<file path="src/rtl/la_pipebuf_pkg.sv">
// la_pipebuf_pkg: shared constants and the count-width helper for la_pipebuf.
package la_pipebuf_pkg;

   // Deepest chain the block is meant to be built with.
   localparam int LA_PIPEBUF_MAXDEPTH = 16;

   // Width needed to hold an occupancy of 0..depth.
   function automatic int count_width(input int depth);
      return $clog2(depth + 1);
   endfunction

endpackage

</file>
<file path="src/rtl/la_pipebuf_if.sv">
// la_pipebuf_if: valid/ready handshake on both sides of the buffer plus the
// occupancy count. The buffer itself takes the slave view.
interface la_pipebuf_if
   import la_pipebuf_pkg::*;
#(
   parameter int DW    = 8,
   parameter int DEPTH = 2
);
   localparam int CW = count_width(DEPTH);

   logic          in_valid;
   logic [DW-1:0] in_data;
   logic          in_ready;
   logic          out_valid;
   logic [DW-1:0] out_data;
   logic          out_ready;
   logic [CW-1:0] count;

   modport master (
      output in_valid, in_data, out_ready,
      input  in_ready, out_valid, out_data, count
   );

   modport slave (
      input  in_valid, in_data, out_ready,
      output in_ready, out_valid, out_data, count
   );
endinterface

</file>
<file path="src/rtl/la_pipebuf_stage.sv">
// la_pipebuf_stage: one register slot of the chain (valid bit + data word).
// load brings a new word in; unload lets the held word leave with no
// replacement. load wins when both happen on the same edge.
module la_pipebuf_stage
   import la_pipebuf_pkg::*;
#(
   parameter int DW = 8
) (
   input  logic          clk,
   input  logic          nreset,
   input  logic          flush,
   input  logic          load,
   input  logic          unload,
   input  logic [DW-1:0] d,
   output logic          valid,
   output logic [DW-1:0] data
);

   // Slot state; reset beats flush, flush beats any transfer.
   always_ff @(posedge clk) begin
      if (!nreset) begin
         valid <= 1'b0;
         data  <= '0;
      end else begin
         if (flush)       valid <= 1'b0;
         else if (load)   valid <= 1'b1;
         else if (unload) valid <= 1'b0;
         if (load) data <= d;
      end
   end

endmodule

</file>
<file path="src/rtl/la_pipebuf.sv">
// la_pipebuf: DEPTH-stage valid/ready pipeline buffer with collapsing bubbles
// and a registered occupancy count.
// Optional feature: define LA_PIPEBUF_CLEAR_EN to make the clear input flush
// all stages; otherwise clear is ignored and no flush logic exists.
module la_pipebuf
   import la_pipebuf_pkg::*;
#(
   parameter     PROP  = "DEFAULT",
   parameter int DW    = 8,
   parameter int DEPTH = 2
) (
   input logic         clk,
   input logic         nreset,
   input logic         clear,
   la_pipebuf_if.slave bus
);
   localparam int CW = count_width(DEPTH);

   logic          flush;
   logic          in_xfer;
   logic          out_xfer;
   logic [CW-1:0] cnt;

`ifdef LA_PIPEBUF_CLEAR_EN
   assign flush = clear;
`else
   logic unused_clear;
   assign unused_clear = clear;
   assign flush        = 1'b0;
`endif

   // Each stage advances when it is empty or the stage after it is taking its
   // word; the ready path therefore ripples back from out_ready to in_ready.
   for (genvar k = 0; k < DEPTH; k++) begin : stg
      logic          v, up_valid, dn_ready, adv;
      logic [DW-1:0] q, up_data;

      if (k == 0) begin : g_src
         assign up_valid = bus.in_valid & ~flush;
         assign up_data  = bus.in_data;
      end else begin : g_src
         assign up_valid = stg[k-1].v;
         assign up_data  = stg[k-1].q;
      end

      if (k == DEPTH - 1) begin : g_dst
         assign dn_ready = bus.out_ready;
      end else begin : g_dst
         assign dn_ready = stg[k+1].adv;
      end

      assign adv = ~v | dn_ready;

      la_pipebuf_stage #(.DW(DW)) u_stage (
         .clk    (clk),
         .nreset (nreset),
         .flush  (flush),
         .load   (adv & up_valid),
         .unload (v & dn_ready),
         .d      (up_data),
         .valid  (v),
         .data   (q)
      );
   end

   assign bus.in_ready  = stg[0].adv & ~flush;
   assign bus.out_valid = stg[DEPTH-1].v;
   assign bus.out_data  = stg[DEPTH-1].q;

   assign in_xfer  = bus.in_valid & bus.in_ready;
   assign out_xfer = bus.out_valid & bus.out_ready;

   // Occupancy: +1 on input-only, -1 on output-only, hold otherwise.
   always_ff @(posedge clk) begin
      if (!nreset)                 cnt <= '0;
      else if (flush)              cnt <= '0;
      else if (in_xfer & ~out_xfer) cnt <= cnt + CW'(1);
      else if (~in_xfer & out_xfer) cnt <= cnt - CW'(1);
   end

   assign bus.count = cnt;

endmodule
</file>
<file path="src/flat_wrapper.sv">
// flat-port wrapper written by rule: the top's interface ports become plain ports
module la_pipebuf_flat import la_pipebuf_pkg::*;
#(
   parameter     PROP  = "       ",
   parameter int DW    = 8,
   parameter int DEPTH = 2
)
  (clk, nreset, clear, bus_in_valid, bus_in_data, bus_out_ready, bus_in_ready, bus_out_valid, bus_out_data, bus_count);
  la_pipebuf_if #(.DW(DW), .DEPTH(DEPTH)) bus_i ();
  input logic clk;
  input logic nreset;
  input logic clear;
  input wire logic [$bits(bus_i.in_valid)-1:0] bus_in_valid;
  input wire logic [$bits(bus_i.in_data)-1:0] bus_in_data;
  input wire logic [$bits(bus_i.out_ready)-1:0] bus_out_ready;
  output wire logic [$bits(bus_i.in_ready)-1:0] bus_in_ready;
  output wire logic [$bits(bus_i.out_valid)-1:0] bus_out_valid;
  output wire logic [$bits(bus_i.out_data)-1:0] bus_out_data;
  output wire logic [$bits(bus_i.count)-1:0] bus_count;
  assign bus_i.in_valid = bus_in_valid;
  assign bus_i.in_data = bus_in_data;
  assign bus_i.out_ready = bus_out_ready;
  assign bus_in_ready = bus_i.in_ready;
  assign bus_out_valid = bus_i.out_valid;
  assign bus_out_data = bus_i.out_data;
  assign bus_count = bus_i.count;
  la_pipebuf #(.PROP(PROP), .DW(DW), .DEPTH(DEPTH)) u_core (.clk(clk), .nreset(nreset), .clear(clear), .bus(bus_i));
endmodule
</file>
<file path="config.mk">
export PLATFORM = sky130hd
export DESIGN_NAME = la_pipebuf_flat
export DESIGN_NICKNAME = d
export VERILOG_FILES = /design/src/rtl/la_pipebuf_pkg.sv /design/src/rtl/la_pipebuf_if.sv /design/src/rtl/la_pipebuf_stage.sv /design/src/rtl/la_pipebuf.sv /design/src/flat_wrapper.sv
export SDC_FILE = /design/constraint.sdc
export NUM_CORES = 1
export LEC_CHECK = 0
export ABC_AREA = 1
export CORE_MARGIN = 5
export CORE_UTILIZATION = 35
export CTS_CLUSTER_SIZE = 40
export DETAILED_ROUTE_END_ITERATION = 8
export GPL_ROUTABILITY_DRIVEN = 0
export HOLD_SLACK_MARGIN = 0.06
export PLACE_DENSITY_LB_ADDON = 0.05
export REMOVE_ABC_BUFFERS = 1
export SLEW_MARGIN = 20
export SYNTH_ARGS = -nofsm -noshare
export SYNTH_HDL_FRONTEND = slang
export SYNTH_SLANG_ARGS = --single-unit
</file>
<file path="constraint.sdc">
create_clock -name clk -period 1.3 [get_ports clk]
set_clock_uncertainty 0.05 [all_clocks]
set_input_delay 0.26 -clock clk [delete_from_list [all_inputs] [get_ports clk]]
set_output_delay 0.26 -clock clk [all_outputs]
set_load 0.01 [all_outputs]
</file>
# Word-level counts from Yosys, hierarchy flattened
# Cells that the tools add are included.
word_totals:
  ff_bits: 20
  input_bits: 13
  output_inout_bits: 12
  word_cells: 27
op_classes:
  n_addsub: 2
  mux: 6
  bitwise: 11
  reduce_logical: 3
op_table:
  columns: ["cell", "count"]
  rows:
  - ["2-bit nonzero test", 3]
  - ["1-bit AND", 5]
  - ["1-bit 2-to-1 mux", 4]
  - ["2-bit 2-to-1 mux", 2]
  - ["1-bit inverter", 4]
  - ["2-bit by 1-bit adder with 2-bit output (second input constant)", 1]
  - ["1-bit OR", 2]
  - ["2-bit by 1-bit subtractor with 2-bit output (second input constant)", 1]

# Longest topological paths before layout
logic_depth:
  depth_word: 8
  depth_mapped: 11
  depth_no_buf: 11

# Cells and area by module
# From an unflattened synthesis, not the netlist that was laid out.
unflattened:
  cells_unflattened: 103
  hier_area_um2: 764.5
by_module_without_submodules:
  columns: ["mod", "n_inst", "cells_per_inst", "area_per_inst_um2", "seq_area_each_um2"]
  rows:
  - ["la_pipebuf_stage", 2, 39, 307.8, 180.2]
  - ["la_pipebuf", 1, 25, 148.9, 40.0]

# Least setup slack after synthesis
# OpenSTA, ideal clock, no wires.
synth_path:
  path_type: "register to register"
  from: "register u_core.stg[1].u_stage.valid"
  to: "register u_core.cnt[1] (netlist: u_core.bus.count[1])"
  setup_time_ns: 0.064
  arrival_time_ns: 1.250
  required_time_ns: 1.186
  slack_ns: -0.064
  path_stages_with_launch: 10
  path_buffers: 0
  period_less_slack_ns: 1.364
  cell_sequence: "dfxtp_1 > nand3_1 > nand2_1 > inv_2 > ha_1 > inv_1 > nand3_1 > nand2_1 > inv_1 > nor2_1"
synth_between:
  elab_chain_len: 7
  word_cells_on_any_way: 11
  classes_between: "mux (1); bitwise (9); reduce/logical (1)"
synth_rtl:
  columns: ["element", "line", "source"]
  rows:
  - ["from (decl)", "la_pipebuf_stage.sv:15", "output logic valid,"]
  - ["from (signal assigned)", "la_pipebuf_stage.sv:22", "valid <= 1'b0;"]
  - ["from (signal assigned)", "la_pipebuf_stage.sv:25", "if (flush) valid <= 1'b0;"]
  - ["from (signal assigned)", "la_pipebuf_stage.sv:26", "else if (load) valid <= 1'b1;"]
  - ["1-bit inverter *", "la_pipebuf.sv:52", "assign adv = ~v | dn_ready;"]
  - ["1-bit OR * (2 in a row)", "la_pipebuf.sv:52", null]
  - ["1-bit AND *", "la_pipebuf.sv:70", "assign in_xfer = bus.in_valid & bus.in_ready;"]
  - ["via u_core.in_xfer", "la_pipebuf.sv:20", "logic in_xfer;"]
  - ["1-bit inverter", "la_pipebuf.sv:78", "else if (~in_xfer & out_xfer) cnt <= cnt - CW'(1);"]
  - ["1-bit AND", "la_pipebuf.sv:78", null]
  - ["2-bit nonzero test (no source line)", null, null]
  - ["to (signal assigned)", "la_pipebuf.sv:77", "else if (in_xfer & ~out_xfer) cnt <= cnt + CW'(1);"]
  - ["to (signal assigned)", "la_pipebuf.sv:78", null]
  - ["to (decl)", "la_pipebuf.sv:22", "logic [CW-1:0] cnt;"]
# The timed path passes the listed nets; every way through them passes the cells marked *.
# A chain may end at the register's enable or synchronous reset.

# Worst setup path after layout
layout_path:
  from: "register u_core.cnt[1] (netlist: u_core.bus.count[1])"
  to: "output port bus_count[1]"
layout_rtl:
  columns: ["element", "line", "source"]
  rows:
  - ["to (decl)", "flat_wrapper.sv:19", "output wire logic [$bits(bus_i.count)-1:0] bus_count;"]
# No word-level cell between the ends.

==> metrics.txt <==
Setup Buffers After CTS 0; syn avg cell area 7.45 µm²; critical path launch point type register; Mapped Cells 106; status finished clean; sequential share of power 0.545; Synth area leader dfxtp_1; Int Power roughly 940 µW; Post-synth ARST share 0; Die H around 57 µm; fin crit period roughly 1.2 ns; CP max-delay cell dfxtp_1; ANT nets after route 0; GRT overflow 0; nets roughly 150; overall power around 1.3 mW; Primary FF master, synth dfxtp_1; Worst EP arrival 0.94 ns; Num CTS Buffers 3; reg2reg start u_core.stg[0].u_stage.valid$_SDFFE_PN0P_; Post-Synth XOR/XNOR Area 0; CTS Root Cell clkbuf_4; CTS tree done; Starting Density 0.360; pre-CTS WS -0.463 ns; CP Buf/Inv Count 1; Core Footprint 0.00219 mm²; Pre-antenna DRT Iters 2; min-delay src bus_out_ready; Mapped Area 790 µm²; Reg clk slew, reported paths around 0.11 ns; htree depth 1; #FFs+latches synth 20; CP Launch Point u_core.bus.count[1]$_SDFFE_PN0P_; simple-gate share of the synthesized area 0.333; Slew @ Worst Pin 0.183 ns; Slew headroom 0.877; Comb pwr share 0.176; routed vias 707; post-synth top area share 0.507; Die Span X 57.5 µm; first-pass GRT wire length 2.78 mm; GRT Total Usage 0.107; Final Setup Violations 0; DR vias/cell 4.31; CP Class reg2out; vias in the first global route 685; Routed WL 1.52 mm; CTS sink cnt 20; Post-synth EDFFs 0; DRC viols 0; DR iter-0 viols 10; mux share of post-synthesis cell area 0; power density over the cells around 1100 mW/mm²; post-synthesis compound-gate area fraction 0.0761; largest net degree at the start of global routing 13; Synth area leaders dfxtp_1 (51%), nor2_1 (16%), nand3b_1 (7.6%); f_max 0.803 GHz; IO Count 25; RSZ-0062 raised after global routing true; synth cell count leaders nor2_1 (33), dfxtp_1 (20), nand2_1 (15), o21ai_0 (9), nand3b_1 (8); Final Hold Vio Count 0; Hold Crit Class in2reg; synthesis warning total 0; CP peak stage delay 0.37 ns; antenna fix cells 0; NetSw around 300 µW; part of the cycle the worst path needs 0.958; DP Wirelength 1.21 mm; initial antenna violation count 0; crit-path cells dlygate4sd2_1; number of fill cells in the layout 237; WL per Instance 9.29 µm; CTS Buffer Depth 2; Leak 0.536 nW; Die ar. 0.00331 mm²; layout cells sized above 1 0.176; row count 17; Net Sw Frac 0.245; Setup crit end kind output port; CP Data Required Time 0.99 ns; Crit path max-delay family flip-flops; max-cap viol count 0; most frequent cell after synthesis nor2_1; Pins Over Slew Limit 0; largest family of logic cells by synthesized area simple AND/OR/NAND/NOR gates; Worst Path Max Fanout 3; area growth from synthesis to layout 42.3%; adder-cell share of the synthesized area 0.0158; Worst-Skew Late Latency 0.30 ns; clock power share 0.280; Final WS setup between 0.05 and 0.06 ns; Peak supply drop ~0.00063 V; post-synthesis cell type count 13; Port Buf Inserts 23; post-synthesis sequential area ratio 0.507
-- power groups by stage --
| stage | logic (mW) | registers (mW) | clock network [mW] |
|---|---|---|---|
| finish | 0.220 | 0.681 | 0.350 |
| global route | 0.250 | 0.688 | 0.390 |
| CTS | 0.221 | 0.682 | 0.374 |
| detailed placement | 0.235 | 0.696 | 0 |
| global placement | 0.232 | 0.693 | 0 |
| floorplan | 0.0961 | 0.706 | 0 |
-- repair_timing --
item	4_1_cts	5_1_grt
pin swaps	1	2
hold buffers	0	0
endpoints found under the setup margin	14	3
gates resized for setup	25	2
-- flip-flops by register name, summed over array words and instances (netlist names) --
register	count
u_core.stg.u_stage.valid	2
u_core.bus.count	2
u_core.stg.u_stage.data	16
-- worst paths after layout --
path | endpoint | slack (ns) | depth (start not counted)
setup / recovery | bus_count[1] | 0.05 | 1
hold / removal | u_core.stg[1].u_stage.valid$_SDFFE_PN0P_ | 0.38 | 4
setup reg to reg | u_core.bus.count[1]$_SDFFE_PN0P_ | 0.09 | 9
hold reg to reg | u_core.stg[1].u_stage.data[6]$_SDFFE_PN0P_ | 0.43 | 2
-- metal layers --
layer  GRT usage  up-vias  routed length (µm)
met2       0.166       20                 650
li1            -      393                   -
met3      0.0271        4                  84
met5           0        -                   0
met4      0.0695        0                  36
met1       0.130      290                 752
-- layout by cell type, fill, tap and decap left out, drive strengths merged --
master / synthesis / final
a21oi: 3 / 3
buf: 4 / 9
clkbuf: 0 / 4
clkdlybuf4s50: 0 / 10
dfxtp: 20 / 20
dlygate4sd2: 0 / 11
ha: 1 / 1
inv: 9 / 9
nand2: 16 / 16
nand3: 2 / 2
nand3b: 8 / 8
nand4: 1 / 1
nor2: 33 / 33
o21ai: 9 / 9
-- cells by family after synthesis --
group | after synthesis
AND/OR/NAND/NOR | 60
flip-flops | 20
buffers and inverters | 13
AO/OA/AOI/OAI | 12
adder cells (fa/ha/maj) | 1
-- cell type report --
cell class / instances / area [µm²] / share of cell area
clock buffer: 4 / 36.3 / 0.0323
inverter: 9 / 33.8 / 0.0301
multi-input combinational: 73 / 355 / 0.316
sequential: 20 / 404 / 0.360
tap: 28 / 35.0 / 0.0312
timing repair buffer: 30 / 259 / 0.231
-- through the flow --
stage	util	instance area [µm²]	instances	hold WS, ns	setup TNS [ns]
2_1_floorplan	-	769	102	0.331	-0.724
3_3_place_gp	0.496	1090	160	0.413	-3.37
3_5_place_dp	0.496	1090	160	0.416	-3.64
4_1_cts	0.512	1120	164	0.353	0
5_1_grt	0.513	1120	164	0.393	-0.0136
6_report	0.513	1120	164	0.378	0
(Power assumes the default switching activity.)
==> patch: new RTL, same flow settings <==
Build with the macro `LA_PIPEBUF_CLEAR_EN` defined.
--- a/src/rtl/la_pipebuf.sv
+++ b/src/rtl/la_pipebuf.sv
@@ -2,6 +2,8 @@
 // and a registered occupancy count.
 // Optional feature: define LA_PIPEBUF_CLEAR_EN to make the clear input flush
 // all stages; otherwise clear is ignored and no flush logic exists.
+`define LA_PIPEBUF_CLEAR_EN
+
 module la_pipebuf
    import la_pipebuf_pkg::*;
 #(
Function: changed (Yosys sat finds a counterexample within 4 cycles, from zero or initial values and one cycle with nreset low).
==> patch against the unedited design <==
The run now ends with negative setup slack left. Synthesized area is 2.2% higher. Critical path type unchanged. Power is 7.9% lower. Wire length is 18% higher. Maximum frequency is 4.7% lower. Final area is 10% higher. Register-to-register slack worse by 60 ps. Setup slack worse by 62 ps. Sequential cell count stayed put. First-iteration DRC count is 40% lower. Via count is 8.5% higher.
==> patch: results (changes against the unedited design) <==
Global route
  • Initial antenna violation count: 0 (unchanged)
  • Largest net degree at the start of global routing: 17 (+4)
  • Vias in the first global route: 786 (+15%)
  • Remaining Overflow, GRT: 0 (unchanged)
  • First-pass GRT wire length: 3190 um (+15%)
  • Tot GR Track Use: 12.3% (+1.6 points)

Synthesis
  • Mux cell area share after synthesis: 0% (unchanged)
  • Synth cell types: 14 (+1)
  • FFs w/ async S/R, synth: 0% (unchanged)
  • Synth Area in Compound Gates: 6.82% (-0.79 points)
  • Area share of fa/ha/maj cells after synthesis: 1.55% (-0.034 points)
  • Post-synthesis sequential area ratio: 49.6% (-1.1 points)
  • Avg Inst Size Synth: 7.34 um^2 (-1.5%)
  • Post-synth top cells: nor2_1 (34), dfxtp_1 (20), nand2_1 (19)
  • Area contributors post-synth: dfxtp_1 (50%), nor2_1 (16%), nand2_1 (8.8%), nand3b_1 (7.4%), o21ai_0 (5.0%)

Pwr
  • Peak VDD IR: 0.000502 V (-20%)
  • Leak: 0.000574 uW (+7.0%)
  • Sw Ratio: 25.0% (+0.47 points)
  • Comb pwr share: 17.9% (+0.3 points)
  • Net Switching: 288 uW (-6.1%)
  • Clock group: 286 uW (-18%)

Layout
  • Nets: 162 (+7.3%)
  • Max FFs per register: 16 (unchanged)
  • Share of cells above drive strength 1: 23.3% (+5.6 points)

Setup path
  • Slowest-stage cell, CP: dfxtp_2
  • Register-to-Register Path Depth: 8 (-1)
  • Crit-path leading delay family: flip-flops
  • Largest stage delay on the critical path: 370 ps (about the same)
  • Crit path max fanout: 4 (+1)
  • Crit path arrival time: 1000 ps (+60 ps)

Route
  • Routed len/inst: 10.3 um (+11%)
  • 1st-iter DRT viols: 6 (-4)
  • Drt first pass iters: 3 (+1)
  • Via count: 767 (+8.5%)

Clock tree
  • Longest Clk Path Bufs: 2 (unchanged)
  • Clock Latency Late Sink: 300 ps (about the same)
  • Clock root cell: clkbuf_4
  • CTS Buf Count: 3 (unchanged)
  • Htree depth: 1 (unchanged)

Placement
  • Post-DP HPWL: 1280 um (+6.3%)
  • PortBufs: 24 (+4.3%)
  • Setup WS pre-CTS: -575 ps (-112 ps)

Run status
  • Status: finished with violations
  • Failing checks: negative setup slack

Timing
  • Worst-Margin Slew: 183 ps (-0.350 ps)
  • Final worst slack: -6.75 ps (-61.7 ps)
  • Final setup vio count: 1 (+1)

Worst hold path
  • Hold depth: 3 (-1)
==> patch: final timing paths <==
kind	startpoint	to	slack, ps
max	u_core.stg[1].u_stage.valid	bus_in_ready	-7
min reg2reg	u_core.stg[1].u_stage.data[3]	u_core.stg[1].u_stage.data[3]	430
min	bus_in_valid	u_core.stg[0].u_stage.valid	320
max reg2reg	u_core.stg[1].u_stage.valid	u_core.bus.count[0]	30
==> patch: cell type report <==
class	count	area [um^2]
fill	226	976
multi-input combinational	77	408
sequential	20	403
timing repair buffer	35	319
inverter	11	48.8
tap	28	35.0
clock buffer	3	22.5
==> patch: logic make-up after synthesis <==
kind of cell               Yosys count
AOI/OAI and AO/OA                   11
adders and majority gates            1
buffers and inverters               13
DFF                                 20
and+or+nand+nor                     65
==> patch: what timing repair did <==
item                                   in CTS  in global routing
setup endpoints to repair                  14                  4
setup buffers                               1                  1
cloned                                      0                  0
pin swaps                                   4                  6
gates resized for setup                    31                 10
endpoints found under the hold margin       0                  0
==> patch: worst register-to-register path, stage by stage, from the launching register on <==
cell	delay, ps
dfxtp_2	370
nand3_4	100
nand2_4	80
clkinv_4	50
ha_4	270
inv_4	40
buf_6	100
nand2_2	50
a21oi_2	50
==> patch: per-layer routing <==
| metal | GRT usage, % | vias up | wire (um) |
|---|---|---|---|
| li1 | - | 415 | - |
| met1 | 14.0 | 335 | 820 |
| met2 | 21.6 | 15 | 865 |
| met3 | 2.90 | 2 | 89 |
| met4 | 5.96 | 0 | 17 |
| met5 | 0 | - | 0 |
==> patch: per-stage QoR <==
step,cell area [um^2],hold WS [ps],TNS (ps),cells
floorplan,797,331,-585,108
global placement,1150,406,-4170,169
detailed placement,1150,417,-4630,169
CTS,1190,303,0,173
global route,1240,316,-114,174
finish,1240,317,-6.75,174
